### config.mk
export PLATFORM = sky130hd
export DESIGN_NAME = led_status_ctrl
export DESIGN_NICKNAME = d
export VERILOG_FILES = /design/src/rtl/led_status_ctrl.sv
export SDC_FILE = /design/constraint.sdc
export NUM_CORES = 1
export LEC_CHECK = 0
export BUFFER_PORTS_ARGS = -buffer_cell sky130_fd_sc_hd__buf_2
export CAP_MARGIN = 20
export CORE_UTILIZATION = 50
export CTS_BUF_LIST = sky130_fd_sc_hd__clkbuf_16
export CTS_CLUSTER_SIZE = 28
export DETAILED_ROUTE_END_ITERATION = 10
export PLACE_DENSITY = 0.65
export SLEW_MARGIN = 20
export SYNTH_ARGS = -nofsm -noshare
export SYNTH_HDL_FRONTEND = slang
export SYNTH_SLANG_ARGS = --single-unit
### constraint.sdc
create_clock -name clk -period 3.6 [get_ports clk]
set_input_delay 0.72 -clock clk [delete_from_list [all_inputs] [get_ports clk]]
set_output_delay 0.72 -clock clk [all_outputs]
set_load 0.01 [all_outputs]
### src/rtl/led_status_ctrl.sv
// Multi-channel front-panel LED driver: shared ms prescaler and blink counter,
// per-channel mode select with steady, blink and event-stretch behaviours.
module led_status_ctrl #(
    parameter int NCH        = 4,
    parameter int TICK_DIV   = 2500,
    parameter int HOLD_MS    = 64,
    parameter int SLOW_BIT   = 8,
    parameter int FAST_BIT   = 6,
    parameter bit ACTIVE_LOW = 1'b1
) (
    input  logic               clk,
    input  logic               rst_n,
    input  logic [3*NCH-1:0]   mode,
    input  logic [NCH-1:0]     sig,
    input  logic               lamp_test,
    output logic               ms_pulse,
    output logic [NCH-1:0]     led
);

    localparam int PW = (TICK_DIV > 2) ? $clog2(TICK_DIV) : 1;
    localparam int CW = $clog2(HOLD_MS + 1);
    localparam int BW = SLOW_BIT + 1;

    localparam logic [PW-1:0] PRESC_MAX = PW'(TICK_DIV - 1);
    localparam logic [PW-1:0] PRESC_PRE = PW'(TICK_DIV - 2);
    localparam logic [CW-1:0] HOLD_VAL  = CW'(HOLD_MS);

    localparam logic [2:0] M_ON      = 3'b001;
    localparam logic [2:0] M_SLOW    = 3'b010;
    localparam logic [2:0] M_FAST    = 3'b011;
    localparam logic [2:0] M_RETRIG  = 3'b100;
    localparam logic [2:0] M_ONESHOT = 3'b101;
    localparam logic [2:0] M_SBLINK  = 3'b110;

    logic [PW-1:0]  presc_q, presc_d;
    logic           ms_pulse_q, ms_pulse_d;
    logic [BW-1:0]  bcnt_q, bcnt_d;
    logic [NCH-1:0] led_q, led_d;
    logic [NCH-1:0] lit;
    logic           slow_ph, fast_ph;

    assign slow_ph = bcnt_q[SLOW_BIT];
    assign fast_ph = bcnt_q[FAST_BIT];

    // The strobe is registered one count early so it is high while count==TICK_DIV-1.
    always_comb begin
        presc_d    = (presc_q == PRESC_MAX) ? '0 : presc_q + PW'(1);
        ms_pulse_d = (presc_q == PRESC_PRE);
        bcnt_d     = ms_pulse_q ? bcnt_q + BW'(1) : bcnt_q;
        led_d      = (lit | {NCH{lamp_test}}) ^ {NCH{ACTIVE_LOW}};
    end

    always_ff @(posedge clk or negedge rst_n) begin
        if (!rst_n) begin
            presc_q    <= '0;
            ms_pulse_q <= 1'b0;
            bcnt_q     <= '0;
            led_q      <= {NCH{ACTIVE_LOW}};
        end else begin
            presc_q    <= presc_d;
            ms_pulse_q <= ms_pulse_d;
            bcnt_q     <= bcnt_d;
            led_q      <= led_d;
        end
    end

    genvar gi;
    generate
        for (gi = 0; gi < NCH; gi++) begin : g_ch
            logic [2:0]    ch_mode;
            logic [CW-1:0] cnt_q, cnt_d;
            logic          ch_lit;

            assign ch_mode = mode[3*gi +: 3];

            // A load always beats a same-cycle decrement; non-stretch modes park the counter at 0.
            always_comb begin
                cnt_d = cnt_q;
                case (ch_mode)
                    M_RETRIG, M_SBLINK: begin
                        if (sig[gi])
                            cnt_d = HOLD_VAL;
                        else if (ms_pulse_q && (cnt_q != '0))
                            cnt_d = cnt_q - CW'(1);
                    end
                    M_ONESHOT: begin
                        if (sig[gi] && (cnt_q == '0))
                            cnt_d = HOLD_VAL;
                        else if (ms_pulse_q && (cnt_q != '0))
                            cnt_d = cnt_q - CW'(1);
                    end
                    default: cnt_d = '0;
                endcase
            end

            always_comb begin
                ch_lit = 1'b0;
                case (ch_mode)
                    M_ON:                ch_lit = 1'b1;
                    M_SLOW:              ch_lit = slow_ph;
                    M_FAST:              ch_lit = fast_ph;
                    M_RETRIG, M_ONESHOT: ch_lit = (cnt_q != '0);
                    M_SBLINK:            ch_lit = (cnt_q != '0) && fast_ph;
                    default:             ch_lit = 1'b0;
                endcase
            end

            always_ff @(posedge clk or negedge rst_n) begin
                if (!rst_n)
                    cnt_q <= '0;
                else
                    cnt_q <= cnt_d;
            end

            assign lit[gi] = ch_lit;
        end
    endgenerate

    assign ms_pulse = ms_pulse_q;
    assign led      = led_q;

endmodule
==> metrics.md <==
| Metric | Value |
|---|---|
| Finished Layout Cells | `404` |
| Row count | `27` |
| DRC errors left | `0` |
| Distinct cells, synth | `50` |
| Arrival time of the worst setup path | `2270 ps` |
| #FFs+latches synth | `54` |
| Util after Layout | `0.5877` |
| Yosys top cell area share | `0.4209` |
| Largest net degree at the start of global routing | `29` |
| Sink Count | `54` |
| Dpl ws | `1559 ps` |
| Synth area leaders | `dfrtp_1 42%, xor2_1 4.7%, ha_1 4.6%` |
| Fin Setup TNS | `0 ps` |
| CP required | `3810 ps` |
| Max Cap Viol | `0` |
| Dpl cells | `396` |
| R2R cell count | `5` |
| R2R setup slack | `1540 ps` |
| GRT Total Usage | `0.2062` |
| Ys flop type | `dfrtp_1` |
| Compound-cell area share of the yosys netlist | `0.1734` |
| Die width | `79.11 µm` |
| Max-slew violations | `0` |
| Pwr Density | `352.6 nW/µm²` |
| CTS root buf | `clkbuf_16` |
| I/O Buffers | `23` |
| Outcome | `completed` |
| Final Hold Fails | `0` |
| Chip height | `79.11 µm` |
| Maximum operating frequency | `484.8 MHz` |
| CTS Hold Buffers Added | `0` |
| Post_cts resized | `0` |
| TritonCTS Buffers | `5` |
| Cells after Synth | `307` |
| WS Path Type | `register to register` |
| Synth async-reset ratio | `1.000` |
| Max Root-Sink Buffers | `2` |
| Mapped Nets | `337` |
| Detail Route Antenna Nets | `0` |
| Avg Synthesized Cell Area | `9.684 µm²` |
| Fin Clk Skew | `5.670 ps` |
| Setup Buffers After CTS | `0` |
| Post-synth EDFFs | `0` |
| Area growth syn-to-layout | `10.86%` |
| CP Launch Point | `ms_pulse$_DFF_PN0_` |
| Total number of vias | `2258` |
| Vias in the first global route | `2269` |
| Drt via density | `5.589` |
| Worst skew pair latency | `290 ps` |
| Die area | `6258 µm²` |
| Largest family of logic cells by synthesized area | `simple AND/OR/NAND/NOR gates` |
| LEAKAGE | `1.476 nW` |
| Ports | `24` |
| Fraction of layout cells with a size suffix above 1 | `0.1416` |
| HPWL after detailed placement | `4.042 mm` |
| Clock-pin slew on the worst setup and hold paths | `70 ps` |
| CTS tree | `yes` |
| Tot Pwr | `1.162 mW` |
| Slew @ Worst Pin | `631.1 ps` |
| CP endpoint | `g_ch[0].cnt_q[4]$_DFF_PN0_` |
| 1st-iter DRT viols | `88` |
| Slew HR | `0.5793` |
| Crit path launch type | `register` |
| HP Class | `primary input to asynchronous set/reset pin` |
| Final setup fails | `0` |
| Drt first pass iters | `4` |
| First-pass GRT wire length | `10.11 mm` |
| Post-synthesis mux area share | `0.01136` |
| Tcrit/Tclk final | `0.5730` |
| Core outline area | `5608 µm²` |
| Diodes inserted | `0` |
| Crit end category | `register` |
| RSZ-0062 raised after global routing | `no` |
| Synth Area in Adders | `0.04630` |
| Starting Density | `0.5301` |
| Synthesized cell area | `2973 µm²` |
| Post-Synth XOR/XNOR Area | `0.08544` |
| Reg2reg end | `g_ch[0].cnt_q[4]$_DFF_PN0_` |
| RePlAce Congestion | `0.8094` |
| Routed WL | `5.585 mm` |
| Post-synth top area cell | `dfrtp_1` |
| Simple-gate share of the synthesized area | `0.1890` |
| VDD IR max | `0.1961 mV` |
| GRT overflow | `0` |
| FF-to-FF Start | `ms_pulse$_DFF_PN0_` |
| Setup WS post-layout | `1537 ps` |
| # nets final | `361` |
| Synth warnings | `0` |
| Sequential share of the synthesized area | `0.4562` |
| Final worst path period need | `2063 ps` |
| Critical path peak fanout | `20` |
| Antenna violations before repair | `0` |
| Drt wl/cell | `13.82 µm` |
| H-tree Lvls | `2` |
cell usage after synthesis, types with 3 or more instances:
master    number
dfstp_2        4
o31ai_1        5
nand2_1       26
nor2_1        31
dfrtp_1       50
nand3_1        7
nand4_1        6
a311oi_1       7
o211ai_1       3
a21o_1         3
ha_1          11
inv_1         20
a31oi_1        6
or4_1          6
nand2b_1       3
a21oi_1       17
nor4_1         3
mux2_2         3
xnor2_1       13
xor2_1        16
nor3_1         5
and2_1         3
clkbuf_1       6
o21ai_0       15
per-stage QoR:
stage                     cell area [µm²]  hold slack [ps]
after floorplan                      2973            424.4
after global placement               3154            456.7
after detailed placement             3154            460.2
after CTS                            3296            464.3
after global routing                 3296            498.4
final                                3296            442.5
per-layer routing:
layer  track usage  share of wire
met1        0.2759           0.50
met2        0.3319           0.47
met3       0.03678          0.022
met4       0.08000         0.0097
met5             0              0
layout by cell type, fill, tap and decap left out, types with 4 or more instances in the layout:
cell       count
o31ai_1        5
nand2_1       26
nor3_1         5
o21ai_0       15
xnor2_1       13
dfrtp_1       50
nand4_1        6
a21oi_1       17
or4_1          6
inv_1         20
buf_2         23
clkbuf_16      5
nor2_1        31
a31oi_1        6
ha_1          11
xor2_1        16
dfstp_2        4
nand3_1        7
a311oi_1       7
how the worst min path moves through the flow:
stage	end	from
after global placement	bcnt_q[7]$_DFFE_PN0P_	bcnt_q[7]$_DFFE_PN0P_
after CTS	g_ch[1].cnt_q[3]$_DFF_PN0_	rst_n
after global routing	g_ch[1].cnt_q[4]$_DFF_PN0_	rst_n
after floorplan	bcnt_q[0]$_DFFE_PN0P_	rst_n
final	g_ch[1].cnt_q[3]$_DFF_PN0_	rst_n
after detailed placement	bcnt_q[7]$_DFFE_PN0P_	bcnt_q[7]$_DFFE_PN0P_
report_power, final:
group / total, mW / switching, mW / internal [mW] / leakage, nW
sequential: 0.621 / 0.00505 / 0.616 / 0.723
combinational: 0.0804 / 0.0506 / 0.0298 / 0.686
clock: 0.461 / 0.207 / 0.254 / 0.0672
total: 1.16 / 0.262 / 0.900 / 1.48
layout make-up:
cell class                 count  area (µm²)
tap                           72       90.09
sequential                    54        1356
clock buffer                   5       125.1
timing repair buffer          25       130.1
multi-input combinational    225        1503
fill                         497        2312
clock inverter                 3       16.27
inverter                      20       75.07
kinds of logic (layout without fill, tap and decap cells):
| group | count (synthesis) | in the layout |
|---|---|---|
| AND/OR/NAND/NOR | 108 | 108 |
| flip-flops | 54 | 54 |
| XOR/XNOR | 29 | 29 |
| AO/OA/AOI/OAI | 74 | 74 |
| adder cells (fa/ha/maj) | 11 | 11 |
| buffers and inverters | 28 | 53 |
| multiplexers | 3 | 3 |
registers in the layout (all words and copies together) (netlist names):
signal / flops
ms_pulse: 1
presc_q: 12
bcnt_q: 9
led: 4
g_ch.cnt_q: 28
critical path, stage by stage (launching register included):
cell     delay [ps]
dfrtp_1         720
buf_4           300
nand2_1          90
or2_2           310
or4_1           400
a21oi_1         170
Note: power is estimated with default switching activity, not from simulation.
